===== config.mk =====
export PLATFORM = sky130hd
export DESIGN_NAME = if_fetch_stage
export DESIGN_NICKNAME = d
export VERILOG_FILES = /design/src/rtl/pipeline_pkg.sv /design/src/rtl/if_pc_reg.sv /design/src/rtl/if_fetch_stage.sv
export SDC_FILE = /design/constraint.sdc
export NUM_CORES = 1
export LEC_CHECK = 0
export BUFFER_PORTS_ARGS = -buffer_cell sky130_fd_sc_hd__buf_2
export CAP_MARGIN = 20
export CORE_MARGIN = 2
export CORE_UTILIZATION = 40
export DETAILED_ROUTE_END_ITERATION = 10
export PLACE_DENSITY = 0.68
export SYNTH_ARGS = -nofsm -noshare
export SYNTH_HDL_FRONTEND = slang
export SYNTH_SLANG_ARGS = --single-unit

===== constraint.sdc =====
create_clock -name clk -period 2.05 [get_ports clk]
set_clock_uncertainty 0.2 [all_clocks]
set_input_delay 0.41 -clock clk [delete_from_list [all_inputs] [get_ports clk]]
set_output_delay 0.41 -clock clk [all_outputs]
set_load 0.05 [all_outputs]

===== src/rtl/pipeline_pkg.sv =====
// Shared pipeline constants and the IF/ID record consumed by decode.
// No logic; the bubble() helper builds a squashed IF/ID entry.
// Not applicable: this file holds types and constants only.
package pipeline_pkg;

   localparam int                ADDR_W     = 32;
   localparam int                IMEM_DEPTH = 128;
   localparam logic [31:0]       NOP_INSTR  = 32'h0000_0000;
   localparam logic [ADDR_W-1:0] RESET_PC   = '0;

   typedef struct packed {
      logic [31:0]       instr;
      logic [ADDR_W-1:0] npc;
      logic              valid;
   } if_id_t;

   function automatic if_id_t bubble(input logic [ADDR_W-1:0] npc);
      if_id_t b;
      b.instr = NOP_INSTR;
      b.npc   = npc;
      b.valid = 1'b0;
      return b;
   endfunction

endpackage


===== src/rtl/if_pc_reg.sv =====
// Program counter with next-PC select: redirect beats stall beats increment.
// Latency: pc updates one rising edge after the controls are sampled.
// Backpressure: stall holds pc; pc_src redirects even while stalled.
module if_pc_reg #(
   parameter int                ADDR_W   = pipeline_pkg::ADDR_W,
   parameter logic [ADDR_W-1:0] RESET_PC = pipeline_pkg::RESET_PC
) (
   input  logic              clk,
   input  logic              rst_n,
   input  logic              stall,
   input  logic              pc_src,
   input  logic [ADDR_W-1:0] branch_target,
   output logic [ADDR_W-1:0] pc,
   output logic [ADDR_W-1:0] pc_inc
);

   // Word-indexed PC; the increment wraps naturally at 2^ADDR_W.
   assign pc_inc = pc + ADDR_W'(1);

   always_ff @(posedge clk or negedge rst_n) begin
      if (!rst_n) begin
         pc <= RESET_PC;
      end else if (pc_src) begin
         pc <= branch_target;
      end else if (!stall) begin
         pc <= pc_inc;
      end
   end

endmodule


===== src/rtl/if_fetch_stage.sv =====
// Fetch stage: drives PC to imem and registers instr/next-PC into IF/ID. Optional IF_PERF_CNT_EN adds fetch/bubble counters.
// Latency: imem_addr is combinational from PC; the fetched word reaches IF/ID one edge later.
// Backpressure: stall holds PC and IF/ID; flush/pc_src squash IF/ID to a bubble.
module if_fetch_stage #(
   parameter int                ADDR_W     = pipeline_pkg::ADDR_W,
   parameter int                IMEM_DEPTH = pipeline_pkg::IMEM_DEPTH,
   parameter logic [ADDR_W-1:0] RESET_PC   = pipeline_pkg::RESET_PC,
   parameter logic [31:0]       NOP_INSTR  = pipeline_pkg::NOP_INSTR
) (
   input  logic              clk,
   input  logic              rst_n,
   input  logic              stall,
   input  logic              flush,
   input  logic              pc_src,
   input  logic [ADDR_W-1:0] branch_target,
   output logic [ADDR_W-1:0] imem_addr,
   input  logic [31:0]       imem_data,
   output logic [31:0]       if_id_instr,
   output logic [ADDR_W-1:0] if_id_npc,
   output logic              if_id_valid,
   output logic              pc_oob
`ifdef IF_PERF_CNT_EN
   ,
   output logic [31:0]       fetch_cnt,
   output logic [31:0]       bubble_cnt
`endif
);

   import pipeline_pkg::*;

   logic [ADDR_W-1:0] pc;
   logic [ADDR_W-1:0] pc_inc;
   if_id_t            if_id_q;
   logic              squash;
   logic              load_vld;

   if_pc_reg #(
      .ADDR_W   (ADDR_W),
      .RESET_PC (RESET_PC)
   ) u_pc (
      .clk           (clk),
      .rst_n         (rst_n),
      .stall         (stall),
      .pc_src        (pc_src),
      .branch_target (branch_target),
      .pc            (pc),
      .pc_inc        (pc_inc)
   );

   assign imem_addr = pc;
   assign pc_oob    = (pc >= ADDR_W'(IMEM_DEPTH));
   assign squash    = flush | pc_src;
   assign load_vld  = !squash && !stall && !pc_oob;

   // Out-of-range fetches become bubbles so undefined memory data never reaches decode.
   always_ff @(posedge clk or negedge rst_n) begin
      if (!rst_n) begin
         if_id_q <= '{instr: NOP_INSTR, npc: '0, valid: 1'b0};
      end else if (squash) begin
         if_id_q <= '{instr: NOP_INSTR, npc: '0, valid: 1'b0};
      end else if (!stall) begin
         if (pc_oob) begin
            if_id_q <= '{instr: NOP_INSTR, npc: pc_inc, valid: 1'b0};
         end else begin
            if_id_q <= '{instr: imem_data, npc: pc_inc, valid: 1'b1};
         end
      end
   end

   assign if_id_instr = if_id_q.instr;
   assign if_id_npc   = if_id_q.npc;
   assign if_id_valid = if_id_q.valid;

`ifdef IF_PERF_CNT_EN
   // Every running edge is either a valid fetch or a bubble/hold, never both.
   always_ff @(posedge clk or negedge rst_n) begin
      if (!rst_n) begin
         fetch_cnt  <= '0;
         bubble_cnt <= '0;
      end else if (load_vld) begin
         fetch_cnt  <= fetch_cnt + 32'd1;
      end else begin
         bubble_cnt <= bubble_cnt + 32'd1;
      end
   end
`endif

endmodule


-- Word level (Yosys, flattened, before mapping)
Index checks and enable logic that the tools add are counted.
- flip-flop bits (word level): 97
- output and inout port bits: 98
- logic and storage cells: 14
- bits of input ports: 69
- $lt $le $gt $ge: 1
- muxes and demuxes: 5
- equality and inequality tests: 2
- bitwise gates (word level): 1
- add/sub/neg operators: 1
- operator list (kind ; number):
    65-bit 2-to-1 mux ; 3
    32-bit 2-to-1 mux ; 2
    32-bit by 1-bit adder with 32-bit output, second input constant ; 1
    32-bit by 8-bit greater-or-equal comparator with 1-bit output, second input constant ; 1
    2-bit by 1-bit != test with 1-bit output, second input constant ; 2
    1-bit OR ; 1

-- Longest topological paths before layout
Gate-level depths: netlist (run 1).
- word-level depth: 4
- gate-level depth with buffers: 8
- depth with buffers taken out: 5

-- By module
A second synthesis (run 1) with hierarchy kept.
- cell total of the unflattened synthesis: 539
- area total of the unflattened synthesis: 5154.9 um2
- by module, submodules not included (module ; seq. area each (um2) ; cells an instance ; times used ; area an instance (um2)):
    if_fetch_stage ; 1626.6 ; 234 ; 1 ; 2741.4
    if_pc_reg ; 800.8 ; 305 ; 1 ; 2413.6

-- Least setup slack after synthesis (run 1)
OpenSTA, ideal clock, no wires.
- kind: reg2reg
- start point: register u_pc.pc[1]
- end point: register u_pc.pc[26]
- arrival time: 2338 ps
- period minus slack after synthesis: 2620 ps
- stages on the path, launching flop included: 8
- library setup time: 82 ps
- data required time: 1768 ps
- buffers on the path: 2
- slack: -570 ps
- path through: dfrtp_1 > ha_1 > and4_1 > clkbuf_1 > nand3_1 > clkbuf_1 > or4_1 > a31oi_1
- cells in the longest elaborated chain, start to end: 3
- ends and longest elaborated chain (what ; line ; source):
    from (decl) ; if_pc_reg.sv:13 ; output logic [ADDR_W-1:0] pc,
    from (signal assigned) ; if_pc_reg.sv:24 ; pc <= branch_target;
    from (signal assigned) ; if_pc_reg.sv:26 ; pc <= pc_inc;
    32-bit by 1-bit adder with 32-bit output ; if_pc_reg.sv:18 ; assign pc_inc = pc + ADDR_W'(1);
    32-bit 2-to-1 mux ; if_pc_reg.sv:25 ; end else if (!stall) begin
    32-bit 2-to-1 mux ; if_pc_reg.sv:23 ; end else if (pc_src) begin
No other way between the ends. The select of a mux whose other input is x is not followed.
A chain may end at the register's enable or synchronous reset.

-- Worst setup path in the final report (run 1)
- start point: register u_pc.pc[24]
- end point: output pc_oob
- cells in the longest elaborated chain, start to end: 1
- ends and longest elaborated chain (what ; line ; source):
    32-bit by 8-bit greater-or-equal comparator with 1-bit output ; if_fetch_stage.sv:51 ; assign pc_oob = (pc >= ADDR_W'(IMEM_DEPTH));
    to (decl) ; if_fetch_stage.sv:21 ; output logic pc_oob
No other way between the ends.

==> results of run 1 <==
## report_power, final
group | switching [W] | internal (W) | total (W)
logic | 0.000808 | 0.000422 | 0.00123
clock network | 0.000817 | 0.000958 | 0.00178
registers | 0.0000993 | 0.00201 | 0.00211
total | 0.00172 | 0.00339 | 0.00512
## sequential cells by signal, indices dropped and copies added (netlist names)
signal,flops
u_pc.pc,32
if_id_instr,32
if_id_npc,32
if_id_valid,1
## worst min-delay path, stage by stage
cell     delay, ns
buf_2         0.08
nand2_1       0.04
o21ai_0       0.06
## cell type report
class                   instances  area, um2  area share (%)
multi-input cells             434       3129           39.24
flip-flops and latches         97       2466           30.93
repair buffers                274       1827           22.91
clock buffers                   9      225.2           2.824
well taps                     176      220.2           2.762
clock inverters                 7      77.57          0.9729
inverters                       7      26.28          0.3295
diodes                          1      2.502         0.03138
## cell families after synthesis
logic type	count (synthesis)
buf+inv	71
flops	97
fa+ha+maj	2
xor+xnor	22
compound gates	157
simple gates	247
## through the flow
step / hold WS (ns) / setup slack, ns / TNS, ns / instances
5_1_grt: 0.07101 / -0.3782 / -12.54 / 1004
4_1_cts: 0.06057 / -0.3369 / -6.822 / 982
6_report: 0.06868 / -0.3279 / -8.659 / 1005
3_3_place_gp: 0.2983 / -0.08016 / -1.492 / 961
3_5_place_dp: 0.3105 / -0.1230 / -3.127 / 961
2_1_floorplan: -0.08559 / -0.2422 / -7.980 / 596
## layout by cell type, fill, tap and decap left out, types with 10 or more instances in the layout
| master | instances |
|---|---|
| buf_2 | 164 |
| buf_4 | 78 |
| nand2_1 | 70 |
| dfrtp_1 | 68 |
| o21ai_0 | 40 |
| a31oi_1 | 33 |
| nor2_1 | 29 |
| dfrtp_2 | 28 |
| a21oi_2 | 24 |
| buf_6 | 24 |
| or4b_4 | 23 |
| a21oi_1 | 20 |
| nand4_1 | 19 |
| or4_1 | 19 |
| nand3_1 | 18 |
| xor2_1 | 16 |
| o31ai_1 | 14 |
| or4_4 | 12 |
| clkbuf_16 | 10 |
## layer usage
layer	up-vias	track usage [%]	routed length, um
met5	-	0	0
met4	0	9.003	617
met3	52	5.699	1610
met2	273	40.52	9075
met1	2774	31.56	7574
li1	2686	-	-
## final timing paths
| path | startpoint | end | slack (ns) | cells after the start |
|---|---|---|---|---|
| worst max-delay path | u_pc.pc[24]$_DFFE_PN0P_ | pc_oob | -0.33 | 5 |
| worst min-delay path | branch_target[5] | u_pc.pc[5]$_DFFE_PN0P_ | 0.07 | 3 |
| worst max register to register | u_pc.pc[24]$_DFFE_PN0P_ | if_id_instr[15]$_DFFE_PN0P_ | -0.24 | 8 |
| worst min register to register | if_id_npc[3]$_DFFE_PN0P_ | if_id_npc[3]$_DFFE_PN0P_ | 0.33 | 2 |
| max in group asynchronous | rst_n | u_pc.pc[1]$_DFFE_PN0P_ | 0.76 | 3 |
| min in group asynchronous | rst_n | if_id_npc[31]$_DFFE_PN0P_ | 0.44 | 3 |
## what timing repair did
action                     CTS  global route
gates cloned                 0             8
pin swaps                   15            63
resized for setup           13           113
hold endpoints to repair    97             0
setup buffers                5            17
hold buffers                 1             0
setup endpoints to repair   49            61
==> results.txt, run 1 <==
The synthesized netlist devotes 17.40% of its cell area to compound gates. Buffers inserted during clock tree synthesis total 9. By area the synthesized netlist is led by dfrtp_1 (46%), or4b_1 (5.1%), nand2_1 (5.0%), a21oi_1 (4.1%), o21ai_0 (4.1%).

The overall power is 0.005116 W. The routability-driven placement congestion ratio came out at 0.8780. Along the worst path, the maximum fanout reaches 2. Summing the areas of all and, or, nand and nor instances in the mapped netlist gives 27.34% of the synthesized area. Synthesis handed over a netlist of 596 instances. The worst endpoint required time is 1.44 ns. Once the floorplan was initialized, standard cells occupied 40.60% of the core. The utilization after layout came out at 60.94%.

The synthesis warning total is 0. The register area share after synthesis is 45.69%. The final route contains 5785 vias. After legalization and detailed placement, the total HPWL measured 12.33 mm. The area of the mapped netlist is 5313 um2. In this run the deepest clock path goes through 2 buffers. The floorplan has 42 rows. Cells with a size suffix above 1 make up 50.48% of the layout.

Setup violations remaining at the end of the flow were counted as 57. The area of the placeable core came out at 13090 um2. STA classifies the critical path startpoint as a flip-flop. The multiplexer area fraction after synthesis is 0%.

Synthesis produced a netlist with a net count of 667. Walking the worst path, the cells encountered are nor4_2 -> nand3_1 -> buf_6 -> or2_4 -> buf_6. STA puts the critical path data arrival time at 1.77 ns. In this design, the critical path's most frequently occurring cell is buf_6. The clock period minus final worst setup slack came out at 2.378 ns.

In the synthesized netlist the dominant register cell turns out to be dfrtp_1. The leakage power figure is 3.421 nW. After global routing the overflow that remains totals 0. The critical path contains buffers and inverters numbering 2 combined. The min-delay analysis places its worst path in the category input port to flip-flop.

The number of synthesized flops with an enable pin came out at 0. The maximum frequency from static timing analysis came out at 0.4205 GHz. After routing the design area is 7974 um2.

The final max-slew violation count is 0. The residual antenna-violating net count after detailed routing is 0. The area share of the largest cell type after synthesis is 45.69%. The fraction of the mapped netlist area in adder cells is 0.4710%. The via count of the first global-routing pass came out at 5580.

The number of buffer cells added on primary ports is 166. The post-detailed-route DRC marker count is 0. The final-report hold violation count came to 0. The detailed router's first-iteration violation count came out at 424. TritonCTS built the clock tree. For this run, the post-layout net count is 894.

The growth of design area from synthesis to finish is 50.09%. The full die area came out at 14220 um2. After detailed routing, the average wire length per cell comes to 18.78 um. The headroom to the max-slew limit came out at 63.21%. For this run, asynchronously set or reset flops after synthesis account for 100.0%. The placement-stage cell area is 6943 um2. The clock sink count came out at 97. The routed wire length is 18.88 mm. The detail-routed via count per cell came out at 5.756.

Pin placement for this block handled 167 I/O pins. The average cell area after synthesis is 8.914 um2. By area, the combinational part of the netlist is dominated by simple AND/OR/NAND/NOR gates.

Dividing the final minimum period by the clock period gives 116.0%. On the worst path, the slowest cell contributes a delay of 0.42 ns. The flow ran to the end, but the final reports show violations.

The x dimension of the die came out at 119.2 um. The flip-flop and latch count after synthesis is 97. The total of fill cells in the finished design is 1131. The cell area power density came out at 641.6 nW/um2. The worst setup slack after layout came out at -0.3279 ns.

The worst-case vdd ir drop came out at 0.3785 mV. The worst setup path is captured at an output port. Yosys instantiated no cell more often than dfrtp_1. The total iterations of the first detailed-routing run came out at 5. After clock tree synthesis, the clock-pin slew on the worst setup and hold paths is 0.07 ns.

The tree is rooted in a clkbuf_16. The pin count of the biggest net entering global routing is 98. On the critical path the largest part of the delay comes from simple AND/OR/NAND/NOR gates. The initial antenna violation count was 1.

The commonest cells after synthesis are dfrtp_1 (97), nand2_1 (71), clkbuf_1 (52). The worst setup path is of the flip-flop to output port kind. Of all cell types, the one taking the most synthesized area is dfrtp_1. The clock latency on the worst-skew pair came out at 0.35 ns. The global router's overall resource usage came out at 24.58%. The final reports fail on negative setup slack. The worst-margin pin slew is 0.5518 ns. The floorplan step set the die height to 119.2 um.

The number of maximum-capacitance violations came out at 0. The netlist uses 41 different library cells. After Yosys synthesis, XOR and XNOR cells account for 3.627% of the synthesized area. The highest-delay cell along the critical path is dfrtp_2. The maximum level of the CTS H-tree came out at 3. Setup repair after global routing could not meet its margin everywhere. The first global-routing pass estimated 28.03 mm of wire.
(Power assumes the default switching activity.)
==> inputs of run 2 (changes only) <==
Settings changed: ABC_CLOCK_PERIOD_IN_PS set to 2050, CELL_PAD_IN_SITES_DETAIL_PLACEMENT set to 1, CELL_PAD_IN_SITES_GLOBAL_PLACEMENT set to 2, CORE_UTILIZATION 40 to 27, PLACE_DENSITY 0.68 to unset, PLACE_DENSITY_LB_ADDON set to 0.1.
==> results.txt, run 2 (synthesized netlist as in run 1, its figures left out) <==
Status: complete, but fails checks (unchanged). Violated checks: negative setup slack (unchanged). The average routed wire per standard cell was 19.83 um (was 18.78 um).

The detailed placement HPWL was 14.93 mm (was 12.33 mm). The total iterations of the first detailed-routing run is 4 (was 5). The final-report hold violation count came out at 0 (unchanged).

The full die area came out at 20810 um2 (was 14220 um2). The detailed-route via count came out at 5676 (was 5785). The overall overflow remaining after global route came to 0 (unchanged). The global router's overall resource usage was 20.60% (was 24.58%). The delay of the slowest critical-path stage came out at 0.43 ns (was 0.42 ns). The utilization after layout came to 42.25% (was 60.94%). The worst-case vdd ir drop is 0.4351 mV (was 0.3785 mV). The via count of the first global-routing pass is 5956 (was 5580).

The highest-delay cell along the critical path is dfrtp_2 (unchanged). The leakage power figure is 3.507 nW (was 3.421 nW). The endpoint type of the worst setup path was an output port (unchanged). The final max-slew violation count was 0 (unchanged). The headroom to the max-slew limit came out at 45.20% (was 63.21%). The growth of design area from synthesis to finish is 54.26% (was 50.09%). The clock slew seen by the registers of the worst setup and hold paths came out at 0.07 ns (about the same).

The critical register-to-register path endpoint was u_pc.pc[30]$_DFFE_PN0P_ (was if_id_instr[15]$_DFFE_PN0P_). The area of the placeable core came out at 19400 um2 (was 13090 um2). The detail-routed via count per cell came out at 5.132 (was 5.756). The number of buffers added by the clock tree synthesis step is 9 (unchanged). The TritonCTS clock tree is built (unchanged).

The beginning of the critical path was u_pc.pc[31]$_DFFE_PN0P_ (was u_pc.pc[24]$_DFFE_PN0P_). The clock latency on the worst-skew pair is 0.35 ns (about the same). The slack of the worst reg-to-reg path came out at -0.29 ns (was -0.24 ns). The biggest fanout along the worst timing path is 2 (unchanged). The cell area power density came out at 631.0 nW/um2 (was 641.6 nW/um2).

The kind of launch point of the worst setup path is a flip-flop (unchanged). The initial antenna violation count came to 0 (was 1). The worst hold path stage count was 3 (unchanged). The setup total negative slack is -10.88 ns (was -8.659 ns). The final setup violation count is 62 (was 57).

The kind of critical path is flip-flop to output port (unchanged). The most common library cell in the layout ignoring fill and taps is buf_2 (unchanged). The clock sink count came out at 97 (unchanged).

The worst endpoint required time was 1.44 ns (about the same). The maximum frequency from static timing analysis came to 0.4234 GHz (was 0.4205 GHz). The floorplan row count is 51 (was 42). The maximum level of the CTS H-tree was 3 (unchanged).

The number of cell instances on the worst register-to-register path is 9 (was 8). The fraction of layout instances using a drive strength above 1 is 50.77% (was 50.48%). The first-pass GRT wire length was 32.98 mm (was 28.03 mm).

The final critical-path share of the clock period is 115.2% (was 116.0%). The routability-driven placement congestion ratio is 0.8264 (was 0.8780). The worst-margin pin slew is 0.8219 ns (was 0.5518 ns). The root buffer selected by CTS is clkbuf_16 (unchanged). The post-layout net count is 907 (was 894).

The detailed router's first-iteration violation count came out at 245 (was 424). Most used cells in the layout excluding fill and tap cells: buf_2 (164), buf_4 (98), nand2_1 (70) (was buf_2 (164), buf_4 (78), nand2_1 (70)). The worst min-delay path category was input port to flip-flop (unchanged). The area occupied by multi-input gates was 3100 um2 (was 3129 um2). The pin count of the biggest net entering global routing came out at 74 (was 98).

The worst setup slack after layout came out at -0.3120 ns (was -0.3279 ns). The clock period minus final worst setup slack came out at 2.362 ns (was 2.378 ns). The endpoint of the worst setup timing path is pc_oob (unchanged). The post-detailed-route DRC marker count is 0 (unchanged). The total of fill cells in the finished design came out at 2299 (was 1131).

The x dimension of the die came out at 144.3 um (was 119.2 um). The footprint of the flip-flops and latches came out at 2466 um2 (unchanged). The total inserted antenna cells is 0 (was 1).

The critical register-to-register path startpoint is u_pc.pc[16]$_DFFE_PN0P_ (was u_pc.pc[24]$_DFFE_PN0P_). The vertical die dimension was 144.3 um (was 119.2 um). The number of maximum-capacitance violations is 0 (unchanged). The routed wire length came out at 21.93 mm (was 18.88 mm).

The I/O pin count is 167 (unchanged). Unrepaired setup endpoints after global routing: yes (unchanged). The number of buffer cells added on primary ports is 166 (unchanged).

The worst-case clock buffer depth came to 2 (unchanged). The residual antenna-violating net count after detailed routing came out at 0 (unchanged). The endpoint arrival time on the critical path was 1.75 ns (was 1.77 ns). Series of cell instances along the critical path: nor4_4 -> nand4_1 -> buf_6 -> or2_4 -> buf_8 (was nor4_2 -> nand3_1 -> buf_6 -> or2_4 -> buf_6).

The final hold slack came out at 0.06836 ns (was 0.06868 ns). The starting density of the core is 27.39% (was 40.60%).
## run 2: worst min path at each step
stage | startpoint | endpoint | slack [ns]
after floorplan | rst_n | if_id_instr[0]$_DFFE_PN0P_ | -0.09
after global placement | rst_n | if_id_npc[20]$_DFFE_PN0P_ | 0.19
final | branch_target[11] | u_pc.pc[11]$_DFFE_PN0P_ | 0.07
after CTS | branch_target[11] | u_pc.pc[11]$_DFFE_PN0P_ | 0.05
after global routing | branch_target[8] | u_pc.pc[8]$_DFFE_PN0P_ | 0.08
after detailed placement | rst_n | if_id_npc[20]$_DFFE_PN0P_ | 0.20
## run 2: where the power goes
group,switching [W],leakage (nW),internal (W)
sequential,0.0000954,1.24,0.00201
combinational,0.000831,2.13,0.000420
clock,0.000821,0.140,0.000991
## run 2: metrics by stage
stage          power (W)  area [um2]  setup slack, ns  std cells
3_3_place_gp    0.003298        7184          -0.1927       1064
6_report        0.005171        8195          -0.3120       1106
4_1_cts         0.005198        7861          -0.3392       1097
2_1_floorplan   0.002844        5608          -0.2422        596
3_5_place_dp    0.003313        7184          -0.2040       1064
5_1_grt         0.005419        8195          -0.3977       1106
## run 2: routing by layer
| layer | up-vias | global-route usage, % | wire, um | part of all wire (%) |
|---|---|---|---|---|
| met1 | 2828 | 27.65 | 9939 | 45 |
| li1 | 2708 | - | - | - |
| met4 | 0 | 5.570 | 340 | 1.6 |
| met2 | 118 | 34.34 | 10790 | 49 |
| met3 | 22 | 3.609 | 861 | 3.9 |
| met5 | - | 0 | 0 | 0 |
## run 2: cell type report
type | instances | area share (%)
inverter | 7 | 0.3206
timing repair buffer | 289 | 23.97
multi-input combinational | 432 | 37.83
sequential | 97 | 30.09
clock inverter | 5 | 0.7786
tap | 265 | 4.046
clock buffer | 11 | 2.962
## run 2: critical path: cells and delay by family (launching register included)
family | cells | cell delay (ns)
DFF | 1 | 0.43
buffers and inverters | 2 | 0.30
and+or+nand+nor | 3 | 0.67
## run 2: repair_timing
item | in CTS | in global routing
pin swaps | 59 | 23
hold buffers | 1 | 0
endpoints found under the setup margin | 58 | 63
gates cloned | 4 | 2
buffers inserted | 12 | 7
gates resized for setup | 56 | 51
endpoints found under the hold margin | 24 | 0
